$ cat src/rtl/hc_sr04_pkg.sv
// Shared HC-SR04 definitions: responder state encodings and default protocol timing,
// common to the responder and the ranging controller.
package hc_sr04_pkg;

  typedef enum logic [2:0] {
    S_IDLE    = 3'd0,
    S_TRIG    = 3'd1,
    S_BURST   = 3'd2,
    S_ECHO    = 3'd3,
    S_HOLDOFF = 3'd4
  } resp_state_t;

  localparam int unsigned TRIG_MIN_US_DEF     = 10;
  localparam int unsigned BURST_US_DEF        = 200;
  localparam int unsigned ECHO_TIMEOUT_US_DEF = 38000;
  localparam int unsigned HOLDOFF_US_DEF      = 10000;
  localparam int unsigned US_PER_CM           = 58;

  function automatic int unsigned max4(input int unsigned a, input int unsigned b,
                                       input int unsigned c, input int unsigned d);
    int unsigned m;
    m = a;
    if (b > m) m = b;
    if (c > m) m = c;
    if (d > m) m = d;
    return m;
  endfunction

endpackage

$ cat src/rtl/hc_sr04_resp_timer.sv
// Saturating strobe-gated time counter with synchronous clear.
module hc_sr04_resp_timer #(
  parameter int unsigned DELAY_WIDTH = 8
) (
  input  logic                   clk,
  input  logic                   rst,
  input  logic                   clear,
  input  logic                   strobe,
  output logic [DELAY_WIDTH-1:0] count
);

  always_ff @(posedge clk or posedge rst) begin
    if (rst) begin
      count <= '0;
    end else if (clear) begin
      count <= '0;
    end else if (strobe && (count != '1)) begin
      count <= count + 1'b1;
    end
  end

endmodule

$ cat src/rtl/hc_sr04_responder.sv
// HC-SR04 sensor emulator: validates the trigger pulse, waits the burst delay,
// then drives echo for range_in strobe_sm units followed by a hold-off.
module hc_sr04_responder
  import hc_sr04_pkg::*;
#(
  parameter int unsigned TRIG_MIN_US     = TRIG_MIN_US_DEF,
  parameter int unsigned BURST_US        = BURST_US_DEF,
  parameter int unsigned ECHO_TIMEOUT_US = ECHO_TIMEOUT_US_DEF,
  parameter int unsigned HOLDOFF_US      = HOLDOFF_US_DEF,
  parameter int unsigned RANGE_WIDTH     = 16,
  parameter int unsigned DELAY_WIDTH     =
    $clog2(max4(TRIG_MIN_US, BURST_US, ECHO_TIMEOUT_US, HOLDOFF_US)) + 1
) (
  input  logic                   clk,
  input  logic                   rst,
  input  logic                   strobe_us,
  input  logic                   strobe_sm,
  input  logic                   trigger,
  input  logic [RANGE_WIDTH-1:0] range_in,
  output logic                   echo,
  output logic                   busy,
  output logic                   short_trig
);

  localparam logic [DELAY_WIDTH-1:0] TRIG_MIN_D = DELAY_WIDTH'(TRIG_MIN_US);
  localparam logic [DELAY_WIDTH-1:0] BURST_D    = DELAY_WIDTH'(BURST_US);
  localparam logic [DELAY_WIDTH-1:0] ECHO_TO_D  = DELAY_WIDTH'(ECHO_TIMEOUT_US);
  localparam logic [DELAY_WIDTH-1:0] HOLDOFF_D  = DELAY_WIDTH'(HOLDOFF_US);

  resp_state_t            state, next_state;
  logic [DELAY_WIDTH-1:0] delay;
  logic [RANGE_WIDTH-1:0] range_q;
  logic                   state_change;
  logic                   capture;
  logic                   short_det;

  // Clearing on the transition edge makes delay read 0 in the first cycle of every state.
  assign state_change = (next_state != state);

  hc_sr04_resp_timer #(
    .DELAY_WIDTH(DELAY_WIDTH)
  ) u_timer (
    .clk    (clk),
    .rst    (rst),
    .clear  (state_change),
    .strobe (strobe_us),
    .count  (delay)
  );

  always_ff @(posedge clk or posedge rst) begin
    if (rst) begin
      state <= S_IDLE;
    end else begin
      state <= next_state;
    end
  end

  always_comb begin
    next_state = state;
    capture    = 1'b0;
    short_det  = 1'b0;
    case (state)
      S_IDLE: begin
        if (trigger) next_state = S_TRIG;
      end
      S_TRIG: begin
        if (!trigger) begin
          if (delay >= TRIG_MIN_D) begin
            next_state = S_BURST;
            capture    = 1'b1;
          end else begin
            next_state = S_IDLE;
            short_det  = 1'b1;
          end
        end
      end
      S_BURST: begin
        if (delay == BURST_D) next_state = (range_q != '0) ? S_ECHO : S_HOLDOFF;
      end
      S_ECHO: begin
        // Timeout takes priority over a coincident final strobe_sm.
        if (delay == ECHO_TO_D) begin
          next_state = S_HOLDOFF;
        end else if (strobe_sm && (range_q == RANGE_WIDTH'(1))) begin
          next_state = S_HOLDOFF;
        end
      end
      S_HOLDOFF: begin
        if (delay == HOLDOFF_D) next_state = S_IDLE;
      end
      default: next_state = S_IDLE;
    endcase
  end

  always_comb begin
    echo = (state == S_ECHO);
    busy = (state != S_IDLE);
  end

  always_ff @(posedge clk or posedge rst) begin
    if (rst) begin
      range_q <= '0;
    end else if (capture) begin
      range_q <= range_in;
    end else if ((state == S_ECHO) && strobe_sm) begin
      range_q <= range_q - RANGE_WIDTH'(1);
    end
  end

  always_ff @(posedge clk or posedge rst) begin
    if (rst) begin
      short_trig <= 1'b0;
    end else begin
      short_trig <= short_det;
    end
  end

endmodule

$ cat config.mk
export PLATFORM = sky130hd
export DESIGN_NAME = hc_sr04_responder
export DESIGN_NICKNAME = d
export VERILOG_FILES = /design/src/rtl/hc_sr04_pkg.sv /design/src/rtl/hc_sr04_resp_timer.sv /design/src/rtl/hc_sr04_responder.sv
export SDC_FILE = /design/constraint.sdc
export NUM_CORES = 1
export LEC_CHECK = 0
export ABC_AREA = 1
export CAP_MARGIN = 30
export CORE_ASPECT_RATIO = 1.1
export CORE_UTILIZATION = 45
export DETAILED_ROUTE_END_ITERATION = 10
export PLACE_DENSITY = 0.65
export SLEW_MARGIN = 20
export SYNTH_ARGS = -nofsm -noshare
export SYNTH_HDL_FRONTEND = slang
export SYNTH_SLANG_ARGS = --single-unit
$ cat constraint.sdc
create_clock -name clk -period 7.6 [get_ports clk]
set_clock_uncertainty 0.2 [all_clocks]
set_input_delay 2.28 -clock clk [delete_from_list [all_inputs] [get_ports clk]]
set_output_delay 2.28 -clock clk [all_outputs]
set_load 0.05 [all_outputs]
==> flow_metrics.py, run 1 <==
metrics = {
    "floorplan": {
        "start_util": 0.469,
        "die_h_um": 80.9,
        "rows": 28,
        "die-width_um": 73.7,
        "dieArea_um2": 5960,
        "core_area_um2": 5430,
        "ios": 24,
    },
    "power_and_ir_drop": {
        "power.density_nw_per_um2": 267,
        "combPwrFrac": 0.412,
        "internal_power_mw": 0.449,
        "finalPower_mw": 0.782,
        "pwr-share-clk": 0.197,
        "p_sw_mw": 0.333,
        "power_frac_seq": 0.391,
        "vdd_ir_drop_max_uv": 153,
        "p_leak_nw": 1.33,
        "swShare": 0.426,
    },
    "clocking": {
        "clk_pin_slew_worst_paths_ns": 0.07,
        "cts_sinks": 37,
        "ctsResizeCount": 0,
        "cts_hold_buf": 0,
        "clk-insertion-delay-late_ns": 0.29,
        "cts_buffer_depth": 2,
        "cts_setup_buffers": 0,
        "cts_tree": "yes",
        "numCtsBuffers": 5,
        "cts.root.buffer_cell": "clkbuf_8",
        "h-tree-depth": 2,
    },
    "sta": {
        "setup_violations": 0,
        "timing.fmax_ghz": 0.213,
        "min_period_over_period": 0.618,
        "worst_slew_margin_rel": 0.468,
        "hold_violations": 0,
        "worstMarginPinSlew_ns": 0.795,
        "post-route-min-period_ns": 4.70,
        "rsz0062_at_grt": "false",
        "setup-tns-final_ns": 0,
        "drv_slew": 0,
    },
    "synth": {
        "synth_top_area_cell": "dfrtp_1",
        "synth_top_area_frac": 0.364,
        "synthCells": 352,
        "synth-seq-area-share": 0.364,
        "ys_types": 31,
        "yosys_warnings": 0,
        "ys_top_cells_by_area": "dfrtp_1 36%, nand2_1 10%, nand3_1 8.1%, nor2_1 7.8%, xor2_1 6.5%",
        "synth_seq_cells": 37,
        "syn_nets": 380,
        "synthesis.area_per_instance_um2": 7.23,
        "synth_area_um2": 2540,
    },
    "layout": {
        "syn_to_final_growth_pct": 15.1,
        "diodes": 0,
        "drive_above_1_share": 0.0849,
        "fin_nets": 404,
        "stdcell_count": 452,
    },
    "setup_path": {
        "path_cells": "clkdlybuf4s50_1 -> nor2_1 -> nand2_1 -> nand2_1 -> nand2_1 -> nand2_1 -> o21ai_0 -> inv_1",
        "cpLargestDelayFamily": "simple AND/OR/NAND/NOR gates",
        "cp_data_required_time_ns": 7.63,
        "crit_arrival_ns": 4.73,
        "worst_path_largest_cell_delay_ns": 0.65,
        "path_max_fanout": 23,
        "path_common_cell": "nand2_1",
        "start_kind": "input port",
        "critical_path_class": "in -> reg",
        "slowest_stage": "nand2_1",
        "critPathCaptureType": "flip-flop",
        "cp_num_buf_inv": 2,
    },
    "routing": {
        "wl_per_cell_um": 12.3,
        "drtPass1Iterations": 7,
        "drc": 0,
        "vias_per_cell": 5.04,
        "via_count": 2276,
        "drt-initial-drc-count": 194,
        "antenna_left": 0,
        "wl_mm": 5.57,
    },
    "placement": {
        "io_buffers": 23,
        "gp_congestion": 0.876,
        "dp_cells": 444,
        "dp_hpwl_mm": 4.12,
    },
    "outcome": {
        "status": "finished, final reports clean",
    },
    "global_routing": {
        "antenna_found_initial": 0,
        "grt_pass1_vias": 2035,
        "grt_pass1_wl_mm": 9.29,
        "grt_max_degree": 38,
        "grt_use_total": 0.202,
        "overflow": 0,
    },
    "flow_run": {
        "drv_cap": 0,
    },
    "min_path": {
        "hold_path_class": "reg -> reg",
    },
}
[layer usage]
layer	track usage	wire length, µm	vias to the layer above
li1	-	-	1180
met1	0.284	2920	1043
met5	0	0	-
met2	0.316	2380	49
met3	0.0335	212	4
met4	0.0615	51	0
[cell families after synthesis]
| logic type | share of synthesized area |
|---|---|
| adder cells (fa/ha/maj) | 0.0344 |
| AO/OA/AOI/OAI | 0.0693 |
| flip-flops | 0.364 |
| XOR/XNOR | 0.0757 |
| buffers and inverters | 0.0870 |
| AND/OR/NAND/NOR | 0.370 |
[stage by stage]
stage          utilization  worst slack, ns  hold WS [ns]  cell area [µm²]
6_report             0.539             2.90         0.366             2930
5_1_grt              0.539             2.68         0.404             2930
4_1_cts              0.539             2.91         0.379             2930
3_5_place_dp         0.521             2.61         0.361             2830
3_3_place_gp         0.521             2.71         0.359             2830
2_1_floorplan            -             4.04         0.318             2540
[final cells by class]
cell class | count | area (µm²)
clock buffers | 7 | 96.3
clock inverters | 1 | 5.00
flip-flops and latches | 37 | 926
inverters | 46 | 173
well taps | 75 | 93.8
repair buffers | 24 | 238
multi-input cells | 262 | 1400
fillers | 526 | 2500
[sequential cells by signal, summed over array words and instances, names as in the netlist]
| name | count |
|---|---|
| state | 3 |
| u_timer.count | 17 |
| range_q | 16 |
| short_trig | 1 |
[tightest hold or removal path, stage by stage, from the launching register on]
cell and delay [ns]:
dfrtp_1 0.37, nand3_1 0.08, o211ai_1 0.08
[power by group through the flow]
stage | clock network, mW | registers [mW] | logic (mW)
2_1_floorplan | 0 | 0.300 | 0.262
3_3_place_gp | 0 | 0.309 | 0.314
3_5_place_dp | 0 | 0.309 | 0.321
4_1_cts | 0.158 | 0.306 | 0.322
5_1_grt | 0.166 | 0.315 | 0.365
6_report | 0.154 | 0.306 | 0.322
[layout by cell type, fill, tap and decap left out]
cell and count:
xnor2_1 3, nor2_1 53, o21a_1 1, o311ai_0 1, o211ai_1 7, xor2_1 19, nor3_1 10, o21ai_0 12
nand2_2 3, inv_1 43, ha_1 7, nand4_1 6, clkbuf_8 7, nor2_4 3, clkdlybuf4s50_1 23, a21oi_1 4
o31ai_1 1, nand3_1 41, clkinv_2 1, o21ai_1 1, buf_4 1, and3_1 1, nor2_2 10, nor4_1 5
dfrtp_1 37, nand2_4 1, o22ai_1 1, o2111ai_1 1, nand2_1 68, nand3_2 3, inv_2 3
[Yosys cell counts]
cell       instances
nand2_1           68
nor2_1            53
inv_1             43
nand3_1           41
dfrtp_1           37
xor2_1            19
o21ai_0           12
nor2_2            10
nor3_1            10
ha_1               7
o211ai_1           7
nand4_1            6
nor4_1             5
a21oi_1            4
clkbuf_1           3
inv_2              3
nand2_2            3
nand3_2            3
nor2_4             3
xnor2_1            3
buf_2              2
and3_1             1
buf_12             1
buf_4              1
nand2_4            1
o2111ai_1          1
o21a_1             1
o21ai_1            1
o22ai_1            1
o311ai_0           1
o31ai_1            1
[worst paths after layout]
check                      slack, ns  cells past startpoint                            to                           from
hold / removal                  0.37                      2        range_q[1]$_DFFE_PP0P_         range_q[1]$_DFFE_PP0P_
setup / recovery                2.90                      8        range_q[0]$_DFFE_PP0P_                        trigger
min in group asynchronous       2.20                      3  u_timer.count[1]$_DFFE_PP0P_                            rst
hold reg to reg                 0.37                      2        range_q[1]$_DFFE_PP0P_         range_q[1]$_DFFE_PP0P_
setup reg to reg                4.63                     10        range_q[0]$_DFFE_PP0P_  u_timer.count[13]$_DFFE_PP0P_
max in group asynchronous       4.66                      3            state[2]$_DFF_PP0_                            rst
No activity file was read; power rests on OpenSTA's default activity.
==> run 2, diff against run 1 <==
clock period = 4.59 ns   (was 7.6 ns; I/O delays follow)
==> flow_metrics.py, run 2 (synthesis gave the netlist of run 1 again) <==
metrics = {
    "layout": {
        "diodes": 0,
        "reg_top3": "u_timer.count (17), range_q (16), state (3)",
        "stdcell_count": 453,
        "syn_to_final_growth_pct": 14.7,
        "final_cell_mix": "68 x nand2_1, 53 x nor2_1, 43 x inv_1",
        "fin_nets": 405,
        "largest_register_ffs": 17,
        "drive_above_1_share": 0.0847,
        "top_register": "u_timer.count",
        "layout.cells.most_common": "nand2_1",
        "fin_util": 0.537,
    },
    "placement": {
        "dp_cells": 445,
        "io_buffers": 23,
        "dp_hpwl_mm": 4.28,
        "gp_congestion": 0.851,
        "dp_worst_setup_slack_ns": 0.834,
    },
    "global_routing": {
        "overflow": 0,
        "grt_use_total": 0.211,
        "antenna_found_initial": 0,
        "grt_pass1_wl_mm": 9.83,
        "grt_pass1_vias": 2146,
        "grt_max_degree": 38,
    },
    "setup_path": {
        "path_max_fanout": 6,
        "path_common_cell": "inv_1",
        "critical_path_class": "reg -> out",
        "crit_arrival_ns": 1.95,
        "slowest_stage": "clkdlybuf4s50_1",
        "cp_num_buf_inv": 3,
        "start_kind": "flip-flop",
        "worst_path_largest_cell_delay_ns": 0.81,
        "critPathCaptureType": "output port",
        "cp_data_required_time_ns": 3.01,
        "cpLargestDelayFamily": "buffers and inverters",
        "path_cells": "inv_1 -> nand3_1 -> inv_1 -> clkdlybuf4s50_1",
    },
    "routing": {
        "drtPass1Iterations": 4,
        "drc": 0,
        "wl_per_cell_um": 12.6,
        "wl_mm": 5.72,
        "drt-initial-drc-count": 178,
        "via_count": 2320,
        "antenna_left": 0,
        "vias_per_cell": 5.12,
    },
    "clocking": {
        "cts_setup_buffers": 0,
        "cts_tree": "yes",
        "h-tree-depth": 2,
        "cts.root.buffer_cell": "clkbuf_8",
        "cts_sinks": 37,
        "clk-insertion-delay-late_ns": 0.29,
        "numCtsBuffers": 5,
        "ctsResizeCount": 0,
        "cts_hold_buf": 0,
        "cts_buffer_depth": 2,
        "clk_pin_slew_worst_paths_ns": 0.07,
    },
    "power_and_ir_drop": {
        "p_leak_nw": 1.33,
        "power.density_nw_per_um2": 437,
        "internal_power_mw": 0.716,
        "swShare": 0.439,
        "combPwrFrac": 0.424,
        "power_frac_seq": 0.399,
        "vdd_ir_drop_max_uv": 223,
        "pwr-share-clk": 0.177,
        "finalPower_mw": 1.28,
        "p_sw_mw": 0.560,
    },
    "outcome": {
        "status": "finished, final reports clean",
    },
    "sta": {
        "timing.fmax_ghz": 0.283,
        "worst_slew_margin_rel": 0.503,
        "setup-tns-final_ns": 0,
        "min_period_over_period": 0.768,
        "fin_ws_ns": 1.06,
        "drv_slew": 0,
        "hold_violations": 0,
        "post-route-min-period_ns": 3.53,
        "setup_violations": 0,
        "worstMarginPinSlew_ns": 0.742,
        "rsz0062_at_grt": "false",
    },
    "flow_run": {
        "drv_cap": 0,
    },
    "floorplan": {
        "die-width_um": 73.7,
        "die_h_um": 80.9,
        "start_util": 0.469,
        "ios": 24,
        "rows": 28,
        "dieArea_um2": 5960,
        "core_area_um2": 5430,
    },
    "min_path": {
        "hold_path_class": "reg -> reg",
    },
}
run 2: cell count changes in the layout (fill, tap and decap cells not counted), sizes merged:
cell	delta
clkinv	+1
buf	+1
clkbuf	-1
run 2: final timing paths:
path,end,start,slack [ns],depth (start not counted)
setup reg to reg,u_timer.count[13]$_DFFE_PP0P_,u_timer.count[0]$_DFFE_PP0P_,1.80,13
setup / recovery,echo,state[2]$_DFF_PP0_,1.06,4
hold reg to reg,range_q[15]$_DFFE_PP0P_,range_q[15]$_DFFE_PP0P_,0.40,2
hold / removal,range_q[15]$_DFFE_PP0P_,range_q[15]$_DFFE_PP0P_,0.40,2
max in group asynchronous,range_q[13]$_DFFE_PP0P_,rst,2.55,3
min in group asynchronous,u_timer.count[0]$_DFFE_PP0P_,rst,1.29,3
run 2: worst min-delay path, cell delays in order (launching register included):
cell     delay (ns)
dfrtp_1        0.40
nand3_1        0.10
nand2_1        0.07
run 2: through the flow:
stage	instance area [µm²]	hold WS (ns)
after global routing	2920	0.412
after detailed placement	2840	0.366
final	2920	0.395
after floorplan	2540	0.318
after CTS	2920	0.386
after global placement	2840	0.353
run 2: power by group through the flow:
stage / Sequential (mW) / Clock, mW / Combinational (mW)
5_1_grt: 0.520 / 0.248 / 0.618
3_5_place_dp: 0.511 / 0 / 0.541
4_1_cts: 0.506 / 0.234 / 0.544
3_3_place_gp: 0.511 / 0 / 0.527
2_1_floorplan: 0.496 / 0 / 0.435
6_report: 0.509 / 0.226 / 0.542
run 2: routing by layer:
layer	global-route usage	wire, µm
met1	0.284	2750
met2	0.350	2670
met3	0.0471	265
met4	0.0385	37
met5	0	0
run 2: final cells by class:
| type | count | area (µm²) |
|---|---|---|
| fillers | 525 | 2510 |
| multi-input cells | 262 | 1400 |
| flip-flops and latches | 37 | 926 |
| repair buffers | 25 | 245 |
| inverters | 46 | 173 |
| well taps | 75 | 93.8 |
| clock buffers | 6 | 72.6 |
| clock inverters | 2 | 10.0 |
==> run 3, diff against run 2 <==
clock period = 3.6 ns   (was 4.59 ns; I/O delays follow)
==> flow_metrics.py, run 3 (synthesis gave the netlist of run 1 again) <==
metrics = {
    "global_routing": {
        "antenna_found_initial": 0,
        "grt_max_degree": 38,
        "grt_pass1_vias": 2231,
        "overflow": 0,
        "grt_pass1_wl_mm": 9.89,
        "grt_use_total": 0.215,
    },
    "routing": {
        "wl_met2_mm": 2.70,
        "drtPass1Iterations": 5,
        "wl_met3_um": 144,
        "wl_per_cell_um": 12.5,
        "top_layer": "met4",
        "wl_mm": 5.67,
        "drt-initial-drc-count": 134,
        "antenna_left": 0,
        "via_count": 2292,
        "vias_per_cell": 5.05,
        "met1_length_mm": 2.74,
        "drc": 0,
    },
    "flow_run": {
        "drv_cap": 0,
    },
    "floorplan": {
        "die_h_um": 80.9,
        "die-width_um": 73.7,
        "ios": 24,
        "start_util": 0.469,
        "core_area_um2": 5430,
        "dieArea_um2": 5960,
        "rows": 28,
    },
    "layout": {
        "layout.cells.most_common": "nand2_1",
        "largest_register_ffs": 17,
        "diodes": 0,
        "fin_nets": 406,
        "stdcell_count": 454,
        "syn_to_final_growth_pct": 14.9,
        "final_cell_mix": "68 x nand2_1, 53 x nor2_1, 43 x inv_1",
        "top_register": "u_timer.count",
        "drive_above_1_share": 0.0871,
        "reg_top3": "u_timer.count (17), range_q (16), state (3)",
    },
    "sta": {
        "hold_violations": 0,
        "min_period_over_period": 0.907,
        "holdWs_ns": 0.371,
        "worstMarginPinSlew_ns": 0.549,
        "post-route-min-period_ns": 3.26,
        "setup_violations": 0,
        "rsz0062_at_grt": "false",
        "drv_slew": 0,
        "timing.fmax_ghz": 0.306,
        "setup-tns-final_ns": 0,
        "worst_slew_margin_rel": 0.633,
    },
    "clocking": {
        "clk-insertion-delay-late_ns": 0.29,
        "cts_tree": "yes",
        "cts_sinks": 37,
        "ctsResizeCount": 0,
        "cts.root.buffer_cell": "clkbuf_8",
        "cts_setup_buffers": 0,
        "cts_buffer_depth": 2,
        "numCtsBuffers": 5,
        "clk_pin_slew_worst_paths_ns": 0.08,
        "cts_hold_buf": 0,
        "h-tree-depth": 2,
    },
    "power_and_ir_drop": {
        "p_leak_nw": 1.33,
        "power.density_nw_per_um2": 556,
        "vdd_ir_drop_max_uv": 309,
    },
    "setup_path": {
        "critPathCaptureType": "output port",
        "start_kind": "flip-flop",
        "cp_data_required_time_ns": 2.32,
        "crit_arrival_ns": 1.98,
        "path_max_fanout": 6,
        "critical_path_class": "reg -> out",
    },
    "placement": {
        "io_buffers": 23,
        "dp_hpwl_mm": 4.24,
        "dp_cells": 446,
        "gp_congestion": 0.910,
    },
    "min_path": {
        "hold_path_class": "reg -> reg",
    },
    "outcome": {
        "status": "finished, final reports clean",
    },
}
==> run 3: changes by cell type in the layout (fill, tap and decap cells not counted), sizes merged <==
cell	before	now
buf	2	3
==> run 3: final timing paths <==
path	startpoint	end	slack, ns	depth (start not counted)
min in group asynchronous	rst	range_q[8]$_DFFE_PP0P_	1.00	3
min reg2reg	range_q[1]$_DFFE_PP0P_	range_q[1]$_DFFE_PP0P_	0.37	2
min	range_q[1]$_DFFE_PP0P_	range_q[1]$_DFFE_PP0P_	0.37	2
max reg2reg	u_timer.count[0]$_DFFE_PP0P_	u_timer.count[13]$_DFFE_PP0P_	0.89	13
max	state[2]$_DFF_PP0_	echo	0.34	4
max in group asynchronous	rst	range_q[5]$_DFFE_PP0P_	1.87	3
==> run 3: area by class of cell <==
| type | instances | area, µm² |
|---|---|---|
| sequential | 37 | 926 |
| fill | 548 | 2500 |
| inverter | 46 | 173 |
| clock buffer | 6 | 72.6 |
| tap | 75 | 93.8 |
| timing repair buffer | 26 | 253 |
| clock inverter | 2 | 10.0 |
| multi-input combinational | 262 | 1400 |
==> run 3: critical path, stage by stage, from the launching register on <==
cell and delay, ns:
dfrtp_1 0.38, inv_1 0.15, nand3_1 0.17, inv_1 0.17, clkdlybuf4s50_1 0.82
==> run 3: through the flow <==
stage	cell area, µm²	util	worst slack (ns)	total power [mW]
6_report	2930	0.539	0.336	1.63
5_1_grt	2930	0.539	0.247	1.77
3_5_place_dp	2840	0.524	0.572	1.35
2_1_floorplan	2540	-	1.20	1.19
4_1_cts	2930	0.539	0.321	1.65
3_3_place_gp	2840	0.524	0.644	1.33
==> run 3: report_power, final <==
group          internal (mW)  switching [mW]  leakage (nW)  total, mW
Combinational          0.254           0.433         0.805      0.687
Sequential             0.526           0.122         0.481      0.648
Clock                  0.134           0.157        0.0450      0.292
==> run 3: layer usage <==
layer / global-route usage / up-vias
li1: - / 1190
met1: 0.279 / 1056
met2: 0.361 / 37
met3: 0.0397 / 9
met4: 0.0654 / 0
met5: 0 / -
==> variant: new RTL, config.mk and constraints of run 2 <==
Re-encode `resp_state_t` (5 states) as one-hot, 5 bits wide.
--- a/src/rtl/hc_sr04_pkg.sv
+++ b/src/rtl/hc_sr04_pkg.sv
@@ -3,10 +3,10 @@
 package hc_sr04_pkg;
 
-  typedef enum logic [2:0] {
-    S_IDLE    = 3'd0,
-    S_TRIG    = 3'd1,
-    S_BURST   = 3'd2,
-    S_ECHO    = 3'd3,
-    S_HOLDOFF = 3'd4
+  typedef enum logic [4:0] {
+    S_IDLE    = 5'b00001,
+    S_TRIG    = 5'b00010,
+    S_BURST   = 5'b00100,
+    S_ECHO    = 5'b01000,
+    S_HOLDOFF = 5'b10000
   } resp_state_t;
 
Behaviour: same outputs for any inputs over 10 cycles, from zero or initial values and one cycle with rst high; not proved beyond that.
==> variant against run 2 <==
Worst setup slack got worse by 0.036 ns. Critical path depth is the same. Power down 3.6%. Design area up 5.2%. Count of clock-buffer cells in the layout did not move. Sequential cell count increased by 2. Area after synthesis increased by 3.9%. Global-route usage fell by 0.82 points. Routed wire length shrank 3.8%. Synthesized cell count decreased by 0.57%.
==> variant: results (changes against run 2) <==
Status
Outcome: complete, no violations (unchanged).

Layout
The number of inserted filler cells in the final layout is 564 (was 525). The layout net count was 404 (was 405). Top Registers: u_timer.count: 17 flops, range_q: 16 flops, state: 5 flops (was u_timer.count: 17 flops, range_q: 16 flops, state: 3 flops). The fraction of final layout cells sized beyond drive strength 1 is 0.109 (was 0.0847).

Placed design
The weighted congestion at the end of routability-driven global placement came to 0.841 (was 0.851). The instance area at placement was 2940 um2 (was 2840 um2). The half-perimeter wire length of the detailed placement result is 4110 um (was 4280 um).

Routing
The routed wire length is 5500 um (was 5720 um). The number of iterations in the first detailed-routing pass is 4 (unchanged). The via count of the routed design came to 2265 (was 2320). The violation count after the first detailed-route iteration is 78 (was 178).

Synth
Leading cell types by count after synthesis: sky130_fd_sc_hd__nand2_1, sky130_fd_sc_hd__inv_1, sky130_fd_sc_hd__nor2_1 (was sky130_fd_sc_hd__nand2_1, sky130_fd_sc_hd__nor2_1, sky130_fd_sc_hd__inv_1). The sequential fraction of the synthesis area is 0.370 (was 0.364). The post-synthesis compound-gate area fraction is 0.0629 (was 0.0693). The number of distinct library cells after synthesis was 35 (was 31). The parity-gate share of the synthesized area counting xor and xnor cells came to 0.0729 (was 0.0757). The number of nets in the synthesized netlist is 378 (was 380). The adder and majority cell fraction of the synthesized area came to 0.0331 (was 0.0344).

Synth top area cells: sky130_fd_sc_hd__dfrtp_1, sky130_fd_sc_hd__nand2_1, sky130_fd_sc_hd__inv_1 (was sky130_fd_sc_hd__dfrtp_1, sky130_fd_sc_hd__nand2_1, sky130_fd_sc_hd__nand3_1).

Worst setup path
The start of the worst register-to-register path is u_timer.count[8] (was u_timer.count[0]). The worst-path maximum fanout is 5 (was 6). The worst endpoint data arrival time is 1.99 ns (was 1.95 ns). The endpoint of the most critical register-to-register path is u_timer.count[10] (was u_timer.count[13]). The logic depth of the worst register-to-register path is 11 (was 13). The setup slack of the most critical reg-to-reg path was 1.92 ns (was 1.80 ns).

Global routing
The overall fraction of global-route tracks in use is 0.203 (was 0.211). The wire length of the first global-routing pass is 9670 um (was 9830 um). The maximum number of pins on one net before global-route repair was 40 (was 38). The via count of the first global-routing pass is 2145 (was 2146).

Timing
The slew at the pin closest to its max-slew limit is 0.685 ns (was 0.742 ns).

Power
The leakage power figure is 1.45 nW (was 1.33 nW). The highest ir drop seen on vdd is 0.000245 V (was 0.000223 V).
## variant: changes by cell type in the layout (fill, tap and decap cells not counted), sizes merged, moves of 3 or more
cell | run 2 | this run
nand4 | 6 | 10
nand2 | 72 | 85
nand3 | 44 | 25
o221ai | 0 | 3
nor2 | 66 | 47
inv | 46 | 51
o21ai | 13 | 9
nor3 | 10 | 28
nor4 | 5 | 1
## variant: cell type report
| class | count | area [um2] | area share |
|---|---|---|---|
| Multi-Input combinational cell | 255 | 1440 | 0.468 |
| Sequential cell | 39 | 977 | 0.318 |
| Timing Repair Buffer | 24 | 238 | 0.0774 |
| Inverter | 51 | 191 | 0.0623 |
| Tap cell | 75 | 93.8 | 0.0306 |
| Clock buffer | 6 | 72.6 | 0.0236 |
| Clock inverter | 2 | 60.1 | 0.0196 |
## variant: cell families after synthesis
family | Yosys count
AOI/OAI and AO/OA | 26
and+or+nand+nor | 200
xor gates and xnor gates | 22
DFF | 39
adders and majority gates | 7
buffers and inverters | 56
## variant: worst min-delay path by stage
stage          cells after the start        from  slack [ns]          to
6_report                           1  range_q[3]        0.38  range_q[3]
5_1_grt                            2  range_q[9]        0.42  range_q[9]
4_1_cts                            2  range_q[5]        0.38  range_q[5]
3_5_place_dp                       2  range_q[5]        0.37  range_q[5]
3_3_place_gp                       2  range_q[5]        0.36  range_q[5]
2_1_floorplan                      2  range_q[5]        0.32  range_q[5]
## variant: metrics by stage
| stage | worst slack (ns) | instances | utilization |
|---|---|---|---|
| finish | 1.03 | 452 | 0.555 |
| global placement | 1.14 | 444 | 0.531 |
| floorplan | 1.93 | 350 | - |
| detailed placement | 1.10 | 444 | 0.531 |
| global route | 0.919 | 452 | 0.555 |
| CTS | 1.00 | 452 | 0.555 |
## variant: critical path, cell delays in order, from the launching register on
cell and delay (ns):
sky130_fd_sc_hd__dfrtp_1 0.41, sky130_fd_sc_hd__nor2_2 0.15, sky130_fd_sc_hd__inv_2 0.06, sky130_fd_sc_hd__nor2_2 0.22
sky130_fd_sc_hd__clkdlybuf4s50_1 0.85
## variant: per-layer routing
layer,track usage,routed length (um),up-vias
met5,0,0,-
met4,0.0509,84,0
met3,0.0364,136,9
met2,0.339,2580,37
met1,0.271,2700,1040
li1,-,-,1179
## variant: report_power, final
part | switching, mW | total (mW) | leakage, nW | internal [mW]
sequential | 0.0567 | 0.465 | 0.512 | 0.408
clock | 0.125 | 0.342 | 0.0654 | 0.217
combinational | 0.272 | 0.423 | 0.868 | 0.151
